$ cat src/rtl/popcount_pkg.sv
// Shared types and constants for the popcount sequencer and its accumulator.
package popcount_pkg;

    typedef enum logic [2:0] {
        ST_IDLE    = 3'd0,
        ST_ISSUE   = 3'd1,
        ST_WAIT    = 3'd2,
        ST_RELEASE = 3'd3,
        ST_OUT     = 3'd4
    } state_e;

    localparam int unsigned SETTLE_DEF  = 12;
    localparam int unsigned RELEASE_DEF = 3;
    localparam int unsigned TOTAL_W_DEF = 16;
    localparam int unsigned COUNT_W     = 4;

    localparam logic [COUNT_W-1:0] TIMEOUT_COUNT = 4'hF;

    // The 3-bit counter wraps to 0 at eight ones; only a nonzero byte can mean 8.
    function automatic logic [COUNT_W-1:0] correct_count(input logic [2:0] raw,
                                                         input logic [7:0] data_v);
        if ((raw == 3'd0) && (data_v != 8'd0)) begin
            return 4'd8;
        end
        return {1'b0, raw};
    endfunction

endpackage

$ cat src/rtl/popcount_total_acc.sv
// Saturating running-total accumulator; adds add_i when en_i and clamps at all-ones.
module popcount_total_acc #(
    parameter int unsigned TOTAL_W = 16,
    parameter int unsigned ADD_W   = 4
) (
    input  logic               clk_i,
    input  logic               rst_i,
    input  logic               en_i,
    input  logic [ADD_W-1:0]   add_i,
    output logic [TOTAL_W-1:0] total_o
);

    localparam int unsigned SUM_W = TOTAL_W + 1;

    logic [TOTAL_W-1:0] total_q, total_d;
    logic [SUM_W-1:0]   sum;

    always_comb begin
        sum     = {1'b0, total_q} + SUM_W'(add_i);
        total_d = total_q;
        if (en_i) begin
            total_d = sum[TOTAL_W] ? '1 : sum[TOTAL_W-1:0];
        end
    end

    always_ff @(posedge clk_i) begin
        if (rst_i) begin
            total_q <= '0;
        end else begin
            total_q <= total_d;
        end
    end

    assign total_o = total_q;

endmodule

$ cat src/rtl/popcount_sequencer.sv
// Drives the serial bit-count unit one byte at a time and returns corrected counts.
// Optional stuck-counter timeout and err output enabled by POPSEQ_TIMEOUT_EN.
module popcount_sequencer
    import popcount_pkg::*;
#(
    parameter int unsigned SETTLE  = SETTLE_DEF,
    parameter int unsigned RELEASE = RELEASE_DEF,
    parameter int unsigned TOTAL_W = TOTAL_W_DEF
) (
    input  logic               ACLK,
    input  logic               ARESET,
    input  logic               in_valid,
    output logic               in_ready,
    input  logic [7:0]         in_data,
    output logic [7:0]         cnt_a,
    output logic               cnt_load,
    output logic               cnt_start,
    input  logic               cnt_done,
    input  logic [2:0]         cnt_b,
    output logic               out_valid,
    input  logic               out_ready,
    output logic [3:0]         out_count,
    output logic [7:0]         out_data,
    output logic [TOTAL_W-1:0] total,
    output logic               busy
`ifdef POPSEQ_TIMEOUT_EN
    ,
    output logic               err
`endif
);

    localparam int unsigned WCNT_MAX = (4 * SETTLE > RELEASE) ? 4 * SETTLE : RELEASE;
    localparam int unsigned WCNT_W   = $clog2(WCNT_MAX + 1);

    state_e               state_q, state_d;
    logic [WCNT_W-1:0]    wait_q, wait_d;
    logic [7:0]           data_q, data_d;
    logic [COUNT_W-1:0]   count_q, count_d;
    logic                 acc_en;
`ifdef POPSEQ_TIMEOUT_EN
    logic                 err_q, err_d;
`endif

    always_comb begin
        state_d   = state_q;
        wait_d    = wait_q;
        data_d    = data_q;
        count_d   = count_q;
`ifdef POPSEQ_TIMEOUT_EN
        err_d     = err_q;
`endif
        in_ready  = 1'b0;
        cnt_load  = 1'b0;
        cnt_start = 1'b0;
        out_valid = 1'b0;
        acc_en    = 1'b0;

        case (state_q)
            ST_IDLE: begin
                in_ready = 1'b1;
                if (in_valid) begin
                    data_d  = in_data;
                    wait_d  = '0;
                    state_d = ST_ISSUE;
                end
            end
            ST_ISSUE: begin
                cnt_load  = 1'b1;
                cnt_start = 1'b1;
                wait_d    = '0;
                state_d   = ST_WAIT;
            end
            ST_WAIT: begin
                cnt_load  = 1'b1;
                cnt_start = 1'b1;
                // Saturate so an indefinite wait never wraps back under the settle gate.
                if (wait_q != '1) begin
                    wait_d = wait_q + 1'b1;
                end
                if ((wait_q >= WCNT_W'(SETTLE - 1)) && cnt_done) begin
                    count_d = correct_count(cnt_b, data_q);
                    wait_d  = '0;
                    state_d = ST_RELEASE;
                end
`ifdef POPSEQ_TIMEOUT_EN
                else if (wait_q >= WCNT_W'(4 * SETTLE - 1)) begin
                    count_d = TIMEOUT_COUNT;
                    err_d   = 1'b1;
                    wait_d  = '0;
                    state_d = ST_RELEASE;
                end
`endif
            end
            ST_RELEASE: begin
                wait_d = wait_q + 1'b1;
                if (wait_q >= WCNT_W'(RELEASE - 1)) begin
                    wait_d  = '0;
                    state_d = ST_OUT;
                end
            end
            ST_OUT: begin
                out_valid = 1'b1;
                if (out_ready) begin
`ifdef POPSEQ_TIMEOUT_EN
                    acc_en = !err_q;
                    err_d  = 1'b0;
`else
                    acc_en = 1'b1;
`endif
                    state_d = ST_IDLE;
                end
            end
            default: begin
                state_d = ST_IDLE;
            end
        endcase
    end

    always_ff @(posedge ACLK) begin
        if (ARESET) begin
            state_q <= ST_IDLE;
            wait_q  <= '0;
            data_q  <= '0;
            count_q <= '0;
`ifdef POPSEQ_TIMEOUT_EN
            err_q   <= 1'b0;
`endif
        end else begin
            state_q <= state_d;
            wait_q  <= wait_d;
            data_q  <= data_d;
            count_q <= count_d;
`ifdef POPSEQ_TIMEOUT_EN
            err_q   <= err_d;
`endif
        end
    end

    popcount_total_acc #(
        .TOTAL_W (TOTAL_W),
        .ADD_W   (COUNT_W)
    ) u_total_acc (
        .clk_i   (ACLK),
        .rst_i   (ARESET),
        .en_i    (acc_en),
        .add_i   (count_q),
        .total_o (total)
    );

    assign cnt_a     = data_q;
    assign out_data  = data_q;
    assign out_count = count_q;
    assign busy      = (state_q != ST_IDLE);
`ifdef POPSEQ_TIMEOUT_EN
    assign err       = err_q;
`endif

endmodule

$ cat config.mk
export PLATFORM = sky130hd
export DESIGN_NAME = popcount_sequencer
export DESIGN_NICKNAME = d
export VERILOG_FILES = /design/src/rtl/popcount_pkg.sv /design/src/rtl/popcount_total_acc.sv /design/src/rtl/popcount_sequencer.sv
export SDC_FILE = /design/constraint.sdc
export NUM_CORES = 1
export LEC_CHECK = 0
export CORE_MARGIN = 4
export CORE_UTILIZATION = 39
export CTS_BUF_LIST = sky130_fd_sc_hd__clkbuf_8
export DETAILED_ROUTE_END_ITERATION = 16
export PLACE_DENSITY_LB_ADDON = 0.12
export SLEW_MARGIN = 5
export SYNTH_ARGS = -nofsm -noshare
export SYNTH_HDL_FRONTEND = slang
export SYNTH_HIERARCHICAL = 1
export SYNTH_SLANG_ARGS = --single-unit
$ cat constraint.sdc
create_clock -name ACLK -period 4.5 [get_ports ACLK]
set_input_delay 1.35 -clock ACLK [delete_from_list [all_inputs] [get_ports ACLK]]
set_output_delay 1.35 -clock ACLK [all_outputs]
set_load 0.1 [all_outputs]
==> out/metrics.csv <==
metric,value,unit
Post-synth ARST share,0,
Worst Setup End Kind,output port,
WL/cell,13.5,um
# fillers,454,
Pre-Repair DR Iteration Count,4,
Post-synth top cells,"dfxtp_1, nand2_1, nor2_1",
Detailed Place HPWL,3.47,mm
Crit path largest cell delay,1160,ps
IO Pins,57,
clock-pin slew on the worst setup and hold paths,70,ps
synth top area cells,"dfxtp_1, nand2_1, a21oi_1",
synth-to-layout area growth,32.6,%
Longest Clk Path Bufs,2,
Synth Area in Simple Gates,0.260,
Yosys reg bits,37,
CTS H-tree lvls,2,
vias per cell,5.36,
total number of vias,1883,
Reg power frac,0.365,
final worst slack,974,ps
"EDFF count, synth",0,
"Design Area, Final",2660,um2
clock skew,4.05,ps
Die Footprint,6360,um2
Max VDD drop,0.000157,V
Critical Path RT,3150,ps
number of global-route vias before repair,1673,
share of layout cells above drive strength 1,0.0634,
Post-CTS Hold Buffers,0,
Final Setup Violations,0,
Skew-Pair Late Insertion Delay,280,ps
main combinational cell family by area after synthesis,simple AND/OR/NAND/NOR gates,
# port buffers,56,
R2R Path Start,state_q[0],
Core ar.,4850,um2
cells after synthesis,237,
largest area contributor in the netlist,dfxtp_1,
Critical-path top delay cell,clkdlybuf4s50_1,
placed standard-cell area,2550,um2
Worst Reg-to-Reg Cells,6,
First DRT Iteration DRCs,98,
WHS,483,ps
NetSw,376,uW
Hold Path Class,register to register,
Antenna Cells,0,
RR Endpoint,u_total_acc/total_o[9],
Least-Margin Pin Slew,986,ps
Final Core Density,0.549,
post-synthesis xor/xnor area fraction,0.0174,
min Tclk post-route,3530,ps
maximum capacitance violations,0,
max_slew headroom,0.341,
initial antenna violation count,0,
"Avg Cell Area, Syn",8.47,um2
Crit path depth,3,
largest net degree at the start of global routing,27,
most numerous cell in the Yosys netlist,dfxtp_1,
post-synthesis sequential area ratio,0.369,
Logic pwr share,0.338,
status,completed,
drt drc,0,
first-pass GRT wire length,7.83,mm
Setup Buffers After CTS,0,
Place WS,1080,ps
crit path cell chain,xnor2_1 > nor2_1 > clkdlybuf4s50_1,
cts repair resizes,0,
Initial Util,0.414,
Post-Syn Area,2010,um2
Worst Path Arrival,2180,ps
DRT Wirelength,4.76,mm
Final Hold Fails,0,
"Warnings, synthesis",6,
mux contribution to synthesized area,0.0150,
FP Rows,25,
final total power,978,uW
CTS Buf Count,5,
hold path startpoint,out_count[3],
Int Pwr,602,uW
setup TNS,0,ps
unrepaired setup endpoints after global routing,false,
syn nets,260,
predominant post-synthesis flop cell,dfxtp_1,
Pleak,0.935,nW
Antenna Violating Nets Remaining,0,
PwrDens,367,nW/um2
fin. max-slew vios,0,
Total GRT Usage,0.154,
WS Path Type,register to output port,
Overflow after GRT,0,
Clock power frac,0.297,
# nets final,306,
Sink Count,37,
Compound-Gate Fraction of Synth Area,0.212,
Worst Setup EP,cnt_load,
switching portion of total power,0.384,
cell family with most CP delay,buffers and inverters,
"Max FO, Critical Path",9,
Die Wd,79.8,um
Placer Congestion,0.785,
worst setup path startpoint,state_q[0],
"Period Utilization, post-route",0.783,
Hold Crit Depth,2,
Die H,79.8,um
distinct cell type count after synthesis,52,
fin cells,351,
CP Buf/Inv Count,1,
Startpoint Class,register,
TritonCTS clock tree,yes,
DP Cell Count,343,
Synth top area share,0.369,
Synth Area in Adders,0.0474,
r2r setup slk,2240,ps
Max Fclk,284,MHz
CTS Root Cell,clkbuf_8,
-- worst min-delay path by stage --
| stage | endpoint |
|---|---|
| floorplan | wait_q[0] |
| global placement | out_count[3] |
| detailed placement | out_count[3] |
| CTS | out_count[3] |
| global route | out_count[3] |
| finish | out_count[3] |
-- power by group through the flow --
stage	sequential (mW)	clock, mW	combinational [mW]
after floorplan	0.410	0	0.226
after global placement	0.364	0	0.330
after detailed placement	0.365	0	0.332
after CTS	0.357	0.299	0.333
after global routing	0.360	0.315	0.345
final	0.357	0.290	0.330
-- per-layer routing --
layer / track usage / vias to the layer above / share of wire
met5: 0 / - / 0
met4: 0.0456 / 0 / 0.0050
met3: 0.0429 / 2 / 0.073
met2: 0.235 / 65 / 0.44
met1: 0.210 / 858 / 0.48
li1: - / 958 / -
-- layout by cell type (no fill, tap or decap), types with 5 or more instances in the layout --
| master | count |
|---|---|
| a21oi_1 | 17 |
| a31oi_1 | 6 |
| clkbuf_8 | 6 |
| clkdlybuf4s50_1 | 56 |
| dfxtp_1 | 37 |
| ha_1 | 6 |
| inv_1 | 12 |
| nand2_1 | 28 |
| nand3_1 | 6 |
| nor2_1 | 19 |
| nor3_1 | 7 |
| nor4_1 | 5 |
| or3_1 | 8 |
-- logic make-up after synthesis --
kind of cell / Yosys count
xor gates and xnor gates: 4
and+or+nand+nor: 99
buffers and inverters: 29
muxes: 3
AOI/OAI and AO/OA: 58
DFF: 37
adders and majority gates: 7
-- worst min-delay path: cells and delay by family (launching register included) --
family	cells	cell delay, ps
and+or+nand+nor	1	60
AOI/OAI and AO/OA	1	50
DFF	1	330
-- registers in the layout, summed over array words and instances (netlist names) --
register	count
cnt_a	8
out_count	4
state_q	3
u_total_acc/total_o	16
wait_q	6
-- cell type report --
class	count	area, um2	share of cell area
multi-input cells	171	1110	0.418
flip-flops and latches	37	741	0.278
repair buffers	57	568	0.213
well taps	67	83.8	0.0315
clock buffers	6	82.6	0.0310
inverters	11	41.3	0.0155
clock inverters	2	33.8	0.0127
Note: power is estimated with default switching activity, not from simulation.
